File: src/rtl/rggen_bit_field_counter_if.sv
// Software access bundle between a register block and one bit field.
// Ports: valid/read_mask/write_mask/write_data in; read_data/value out.
interface rggen_bit_field_if #(
  parameter int WIDTH = 32
);
  logic             valid;
  logic [WIDTH-1:0] read_mask;
  logic [WIDTH-1:0] write_mask;
  logic [WIDTH-1:0] write_data;
  logic [WIDTH-1:0] read_data;
  logic [WIDTH-1:0] value;

  modport master (
    output valid, read_mask, write_mask, write_data,
    input  read_data, value
  );

  modport bit_field (
    input  valid, read_mask, write_mask, write_data,
    output read_data, value
  );
endinterface

File: src/rtl/rggen_bit_field_counter.sv
// Up/down counter bit field: clear > SW write > read-clear > count.
// Ports: i_clk, i_rst (sync, high), bit_field_if, i_enable, i_up,
//   i_up_step, i_down, i_down_step, i_clear, o_value, o_overflow,
//   o_underflow; with RGGEN_BIT_FIELD_COUNTER_THRESHOLD_EN also
//   i_threshold and sticky o_threshold_hit.
module rggen_bit_field_counter #(
  parameter int               WIDTH         = 16,
  parameter logic [WIDTH-1:0] INITIAL_VALUE = '0,
  parameter int               STEP_WIDTH    = 1,
  parameter bit               SATURATE      = 1'b1,
  parameter bit               SW_READ_CLEAR = 1'b0
)(
  input  logic                  i_clk,
  input  logic                  i_rst,
  rggen_bit_field_if.bit_field  bit_field_if,
  input  logic                  i_enable,
  input  logic                  i_up,
  input  logic [STEP_WIDTH-1:0] i_up_step,
  input  logic                  i_down,
  input  logic [STEP_WIDTH-1:0] i_down_step,
  input  logic                  i_clear,
  output logic [WIDTH-1:0]      o_value,
  output logic                  o_overflow,
  output logic                  o_underflow
`ifdef RGGEN_BIT_FIELD_COUNTER_THRESHOLD_EN
  ,
  input  logic [WIDTH-1:0]      i_threshold,
  output logic                  o_threshold_hit
`endif
);

  if (WIDTH < 1 || WIDTH > 64) begin : g_bad_width
    $error("WIDTH out of range");
  end
  if (STEP_WIDTH < 1 || STEP_WIDTH > WIDTH) begin : g_bad_step
    $error("STEP_WIDTH out of range");
  end

  localparam int PAD = WIDTH + 2 - STEP_WIDTH;

  logic [WIDTH-1:0]        value_q;
  logic [WIDTH-1:0]        value_d;
  logic                    overflow_q;
  logic                    overflow_d;
  logic                    underflow_q;
  logic                    underflow_d;

  logic                    sw_write;
  logic                    sw_rclr;
  logic                    do_count;
  logic signed [WIDTH+1:0] up_amt;
  logic signed [WIDTH+1:0] dn_amt;
  logic signed [WIDTH+1:0] sum;
  logic                    ovf;
  logic                    unf;

  // Events made mutually exclusive so the decoder below is one-hot.
  always_comb begin
    sw_write = bit_field_if.valid
             && (bit_field_if.write_mask != '0)
             && !i_clear;
    sw_rclr  = SW_READ_CLEAR
             && bit_field_if.valid
             && (bit_field_if.read_mask != '0)
             && !i_clear && !sw_write;
    do_count = i_enable && !i_clear && !sw_write && !sw_rclr;
  end

  // Sum in WIDTH+2 signed bits: sign bit marks underflow,
  // bit WIDTH set on a non-negative sum marks overflow.
  always_comb begin
    up_amt = '0;
    dn_amt = '0;
    if (i_up) begin
      up_amt = {{PAD{1'b0}}, i_up_step};
    end
    if (i_down) begin
      dn_amt = {{PAD{1'b0}}, i_down_step};
    end
    sum = $signed({2'b00, value_q}) + up_amt - dn_amt;
    unf = sum[WIDTH+1];
    ovf = !sum[WIDTH+1] && sum[WIDTH];
  end

  always_comb begin
    value_d     = value_q;
    overflow_d  = 1'b0;
    underflow_d = 1'b0;
    unique case (1'b1)
      i_clear: begin
        value_d = '0;
      end
      sw_write: begin
        value_d = (value_q & ~bit_field_if.write_mask)
                | (bit_field_if.write_data & bit_field_if.write_mask);
      end
      sw_rclr: begin
        value_d = '0;
      end
      do_count: begin
        if (ovf) begin
          overflow_d = 1'b1;
          value_d    = SATURATE ? '1 : sum[WIDTH-1:0];
        end else if (unf) begin
          underflow_d = 1'b1;
          value_d     = SATURATE ? '0 : sum[WIDTH-1:0];
        end else begin
          value_d = sum[WIDTH-1:0];
        end
      end
      default: begin
      end
    endcase
  end

  always_ff @(posedge i_clk) begin
    if (i_rst) begin
      value_q     <= INITIAL_VALUE;
      overflow_q  <= 1'b0;
      underflow_q <= 1'b0;
    end else begin
      value_q     <= value_d;
      overflow_q  <= overflow_d;
      underflow_q <= underflow_d;
    end
  end

`ifdef RGGEN_BIT_FIELD_COUNTER_THRESHOLD_EN
  logic threshold_hit_q;
  logic threshold_hit_d;

  // Clear and SW write drop the flag even if the new value is above.
  always_comb begin
    if (i_clear || sw_write) begin
      threshold_hit_d = 1'b0;
    end else begin
      threshold_hit_d = threshold_hit_q || (value_d >= i_threshold);
    end
  end

  always_ff @(posedge i_clk) begin
    if (i_rst) begin
      threshold_hit_q <= 1'b0;
    end else begin
      threshold_hit_q <= threshold_hit_d;
    end
  end

  assign o_threshold_hit = threshold_hit_q;
`endif

  assign o_value                = value_q;
  assign o_overflow             = overflow_q;
  assign o_underflow            = underflow_q;
  assign bit_field_if.read_data = value_q;
  assign bit_field_if.value     = value_q;

endmodule

File: src/flat_wrapper.sv
// flat-port wrapper written by rule: the top's interface ports become plain ports
module rggen_bit_field_counter_flat 
#(
  parameter int               WIDTH         = 16,
  parameter logic [WIDTH-1:0] INITIAL_VALUE = '0,
  parameter int               STEP_WIDTH    = 1,
  parameter bit               SATURATE      = 1'b1,
  parameter bit               SW_READ_CLEAR = 1'b0
)
  (i_clk, i_rst, i_enable, i_up, i_up_step, i_down, i_down_step, i_clear, o_value, o_overflow, o_underflow, bit_field_if_valid, bit_field_if_read_mask, bit_field_if_write_mask, bit_field_if_write_data, bit_field_if_read_data, bit_field_if_value);
  rggen_bit_field_if #(.WIDTH(WIDTH)) bit_field_if_i ();
  input  logic i_clk;
  input  logic i_rst;
  input  logic i_enable;
  input  logic i_up;
  input  logic [STEP_WIDTH-1:0] i_up_step;
  input  logic i_down;
  input  logic [STEP_WIDTH-1:0] i_down_step;
  input  logic i_clear;
  output logic [WIDTH-1:0] o_value;
  output logic o_overflow;
  output logic o_underflow;
  input wire logic [$bits(bit_field_if_i.valid)-1:0] bit_field_if_valid;
  input wire logic [$bits(bit_field_if_i.read_mask)-1:0] bit_field_if_read_mask;
  input wire logic [$bits(bit_field_if_i.write_mask)-1:0] bit_field_if_write_mask;
  input wire logic [$bits(bit_field_if_i.write_data)-1:0] bit_field_if_write_data;
  output wire logic [$bits(bit_field_if_i.read_data)-1:0] bit_field_if_read_data;
  output wire logic [$bits(bit_field_if_i.value)-1:0] bit_field_if_value;
  assign bit_field_if_i.valid = bit_field_if_valid;
  assign bit_field_if_i.read_mask = bit_field_if_read_mask;
  assign bit_field_if_i.write_mask = bit_field_if_write_mask;
  assign bit_field_if_i.write_data = bit_field_if_write_data;
  assign bit_field_if_read_data = bit_field_if_i.read_data;
  assign bit_field_if_value = bit_field_if_i.value;
  rggen_bit_field_counter #(.WIDTH(WIDTH), .INITIAL_VALUE(INITIAL_VALUE), .STEP_WIDTH(STEP_WIDTH), .SATURATE(SATURATE), .SW_READ_CLEAR(SW_READ_CLEAR)) u_core (.i_clk(i_clk), .i_rst(i_rst), .bit_field_if(bit_field_if_i), .i_enable(i_enable), .i_up(i_up), .i_up_step(i_up_step), .i_down(i_down), .i_down_step(i_down_step), .i_clear(i_clear), .o_value(o_value), .o_overflow(o_overflow), .o_underflow(o_underflow));
endmodule
File: config.mk
export PLATFORM = sky130hd
export DESIGN_NAME = rggen_bit_field_counter_flat
export DESIGN_NICKNAME = d
export VERILOG_FILES = /design/src/rtl/rggen_bit_field_counter_if.sv /design/src/rtl/rggen_bit_field_counter.sv /design/src/flat_wrapper.sv
export SDC_FILE = /design/constraint.sdc
export NUM_CORES = 1
export LEC_CHECK = 0
export CORE_ASPECT_RATIO = 0.5
export CORE_MARGIN = 1.5
export CORE_UTILIZATION = 41
export DETAILED_ROUTE_END_ITERATION = 12
export GPL_ROUTABILITY_DRIVEN = 0
export GPL_TIMING_DRIVEN = 0
export PLACE_DENSITY = 0.86
export RECOVER_POWER = 100
export SLEW_MARGIN = 20
export SYNTH_ARGS = -nofsm -noshare
export SYNTH_HDL_FRONTEND = slang
export SYNTH_SLANG_ARGS = --single-unit
File: constraint.sdc
create_clock -name i_clk -period 4.88 [get_ports i_clk]
set_input_delay 1.464 -clock i_clk [delete_from_list [all_inputs] [get_ports i_clk]]
set_output_delay 1.464 -clock i_clk [all_outputs]
set_load 0.01 [all_outputs]
# After elaboration in Yosys (flattened, before gate mapping)
# Index checks and enable logic that the tools add are counted.
# totals
ff_bits	18
output_inout_bits	50
in_bits	57
elab_cells	29
# classes
muxes	7
n_reduce_logical	12
n_addsub	2
bitwise	5
# op_table
operator	n
16-bit case mux with 3 select lines	1
16-bit AND	2
16-bit 2-to-1 mux	2
18-bit by 2-bit subtractor with 18-bit output	1
16-bit by 1-bit adder with 17-bit output	1
16-bit NOT	1
16-bit bitwise OR	1
16-bit nonzero test	1
1-bit logical AND	5
1-bit 2-to-1 mux	4
1-bit logical NOT	3
3-bit nonzero test	1
3-bit OR reduction	1
2-bit OR reduction	1
1-bit NOT	1

# Logic depth before layout (Yosys ltp)
# logic_depth
ltp_word	7
ltp_mapped	12

# Worst setup path before layout
# No wires, ideal clock.
# synth_path
path_type	input port to flip-flop
startpoint	in i_up
endpoint	reg u_core.value_q[8], in the netlist u_core.bit_field_if.read_data[8]
path_slack_ns	0.947
path_buffers	2
setup_time_ns	0.128
t_arrival_ns	3.806
t_required_ns	4.752
stages	12
path_cell_list	and2_1 -> ha_1 -> ha_1 -> clkbuf_1 -> and3_1 -> nor4_1 -> o211ai_1 -> a211oi_2 -> a31o_2 -> buf_6 -> a21o_1 -> a31oi_1
# synth_via
elab_chain_cells	7
word_cells_on_any_way	8
# synth_lines
element	line_no	text
from (decl)	flat_wrapper.sv:15	input logic i_up;
1-bit 2-to-1 mux (*)	rggen_bit_field_counter.sv:74	if (i_up) begin
16-bit by 1-bit adder with 17-bit output (*)	rggen_bit_field_counter.sv:80	sum = $signed({2'b00, value_q}) + up_amt - dn_amt;
18-bit by 2-bit subtractor with 18-bit output (*)	rggen_bit_field_counter.sv:80	
1-bit logical NOT	rggen_bit_field_counter.sv:82	ovf = !sum[WIDTH+1] && sum[WIDTH];
1-bit logical AND	rggen_bit_field_counter.sv:82	
16-bit 2-to-1 mux (*)	rggen_bit_field_counter.sv:101	if (ovf) begin
16-bit case mux with 3 select lines (*)	rggen_bit_field_counter.sv:89	unique case (1'b1)
to (signal assigned)	rggen_bit_field_counter.sv:122	value_q <= value_d;
to (decl)	rggen_bit_field_counter.sv:41	logic [WIDTH-1:0] value_q;
# Mark *: on every way between the ends. The rest lies on a longest branch, timed or not.
# A chain may end at the register's enable or synchronous reset.

# Worst setup path in the final report
# layout_path
startpoint	in i_up
endpoint	reg u_core.value_q[9], in the netlist u_core.bit_field_if.read_data[9]
# The elaborated chain is that of the path after synthesis.

==> flow_summary.yaml <==
routing:
  wl_mm: 6.842
  vias: 2434
  drt-vias-per-instance: 5.727
  dr.pass1.iters: 5
  drt_iter0_drc: 139
  drc_errors: 0
  wl_per_cell_um: 16.10
  drtAntennaViolNets: 0
synth:
  synth_flop_cell: "dfxtp_1"
  avgSynthCellArea_sq_um: 7.980
  yosysUniqueCellTypes: 57
  synth.top_cell.area_share: 0.1724
  synthArstFlopShare: 0
  ys_seq_elements: 18
  syn-cell-area_sq_um: 2091
  ys_seq_area_frac: 0.1724
  synth_edf_count: 0
  synth_commonest_cells: "buf_4, o21ai_0, dfxtp_1, a32oi_1, nor2_1"
  yosys.cell_count.top_type: "buf_4"
  synth_fp_nets: 323
  synth_area_leader_cell: "dfxtp_1"
  synth_warnings: 0
  postSynthCellCount: 262
  synthTopCellsByArea: "dfxtp_1, buf_4, a32oi_1"
clock_tree:
  cts.sinks: 18
  cts_root_buf: "clkbuf_8"
  cts_buffers: 3
  path_clk_slew_ps: 80
  clock_latency_ps: 270
  postCtsSetupRepairBufs: 0
  cts-htree-levels: 1
  cts_buffer_depth: 2
  cts_tree: "built"
power:
  powerDensity_nw_per_um2: 165.4
  max-vdd-ir-drop_mv: 0.08883
  total_leakage_power_nw: 1.270
global_routing:
  grt_max_degree: 11
  grt-ovfl-total: 0
  grt_use_total: 0.2412
  grt_pass1_wl_mm: 10.58
  antenna_found_initial: 0
  grt_pass1_vias: 2259
layout:
  nets: 417
  final.fill_count: 431
  drive_gt1_frac: 0.1690
  postLayoutCoreUtil: 0.6325
  diodes: 0
  syn2layout_area_growth_pct: 48.53
floorplanning:
  start_util: 0.4258
  ioPinCount: 107
  die_w_um: 104.0
  die_h_um: 53.50
  design.core.area_sq_um: 4910
  die-area_sq_um: 5563
  num_rows: 18
timing:
  hold_violations: 0
  worstMarginPinSlew_ps: 611.0
  slew_headroom: 0.5908
  fin_worst_skew_ps: 4.494
  fin_crit_sh: 0.9537
  period_needed_ps: 4654
  max_freq_mhz: 214.9
  setup_viol: 0
  rsz0062_at_grt: "no"
  setup-tns-final_ps: 0
  finalMaxSlewViolations: 0
  worst_slack_ps: 225.7
critical_path:
  critPathLaunchType: "primary input"
  cp.arrival_ps: 4830
  worstPathMaxFanout: 10
  worst_setup_path_end_kind: "flip-flop"
  worstPathRequired_ps: 5060
  crit_type: "primary input to flip-flop"
worst_hold_path:
  hold_class: "flip-flop to flip-flop"
place:
  place_ws_ps: -30.02
  portBuffers: 89
  hpwl_mm: 5.468
run_status:
  status: "complete, no violations"
flow_run:
  drv_cap: 0
[cells by family (layout without fill, tap and decap cells)]
family	Yosys count	after routing	share of synthesized area
DFF	18	18	0.1724
adders and majority gates	4	4	0.02394
AOI/OAI and AO/OA	87	87	0.3292
buffers and inverters	56	149	0.1735
muxes	6	6	0.02873
and+or+nand+nor	74	74	0.2011
xor gates and xnor gates	17	17	0.07121
[final timing paths]
check / cells after the start / slack [ps] / start / to
setup / recovery: 13 / 230 / i_up / u_core.bit_field_if.read_data[9]
hold / removal: 2 / 690 / u_core.bit_field_if.read_data[15] / u_core.bit_field_if.read_data[15]
setup reg to reg: 11 / 1550 / u_core.bit_field_if.read_data[0] / u_core.bit_field_if.read_data[9]
hold reg to reg: 2 / 690 / u_core.bit_field_if.read_data[15] / u_core.bit_field_if.read_data[15]
[per-layer routing]
layer | share of wire | vias to the layer above | track usage
li1 | - | 1159 | -
met1 | 0.42 | 1194 | 0.2821
met2 | 0.51 | 69 | 0.4636
met3 | 0.059 | 12 | 0.05296
met4 | 0.011 | 0 | 0.05324
met5 | 0 | - | 0
[layout make-up]
| cell class | count | area, sq um | area share |
|---|---|---|---|
| buffer | 49 | 336.6 | 0.1084 |
| clock buffer | 4 | 55.05 | 0.01773 |
| inverter | 7 | 26.28 | 0.008461 |
| multi-input combinational | 188 | 1349 | 0.4343 |
| sequential | 18 | 360.3 | 0.1160 |
| tap | 70 | 87.58 | 0.02820 |
| timing repair buffer | 89 | 890.9 | 0.2869 |
[stage by stage]
stage | hold WS (ps) | std cells | cell area, sq um | power (W)
finish | 694.5 | 425 | 3105 | 0.0005138
global route | 758.3 | 425 | 3105 | 0.0005352
CTS | 708.7 | 425 | 3124 | 0.0005188
detailed placement | 693.0 | 421 | 3069 | 0.0003922
global placement | 681.4 | 421 | 3069 | 0.0003846
floorplan | 667.3 | 262 | 2091 | 0.0002931
[what timing repair did]
item | 4_1_cts | 5_1_grt
hold buffers | 0 | 0
gates resized for setup | 0 | 1
endpoints found under the setup margin | 0 | 10
[power breakdown]
part           total (W)  switching, W  internal, W  leakage, nW
registers       0.000165     0.0000112     0.000153        0.146
clock network   0.000131     0.0000586    0.0000721       0.0288
logic           0.000218      0.000101     0.000117         1.10
total           0.000514      0.000171     0.000343         1.27
[cells in the final DEF (no fill, tap or decap), types with 4 or more instances in the layout]
cell and n:
and2_0 7, and2_1 6, nor3_1 4, clkbuf_4 8, clkbuf_1 7, clkbuf_8 4
nor2_1 12, nand3_1 9, dlygate4sd3_1 42, a21o_1 5, ha_1 4, dfxtp_1 18
and3_1 4, mux2i_1 6, nor4_1 5, a221oi_1 7, xor2_1 7, a32oi_1 17
o21ai_0 21, buf_4 25, nand2_1 7, inv_1 7, a31oi_1 5, xnor2_1 10
clkdlybuf4s50_1 47
[state kept, by name, indices dropped and copies added, names as in the netlist]
register	cells
u_core.bit_field_if.read_data	16
u_core.o_overflow	1
u_core.o_underflow	1
[critical path, stage by stage]
cell and delay [ps]:
clkdlybuf4s50_1 440, and2_1 120, ha_1 330, ha_1 230, clkbuf_1 360, and3_1 270
nor4_2 60, o211ai_1 530, a211oi_2 100, a21oi_1 310, nor2_2 160, buf_6 180
a221oi_1 260
No activity file was read; power rests on OpenSTA's default activity.
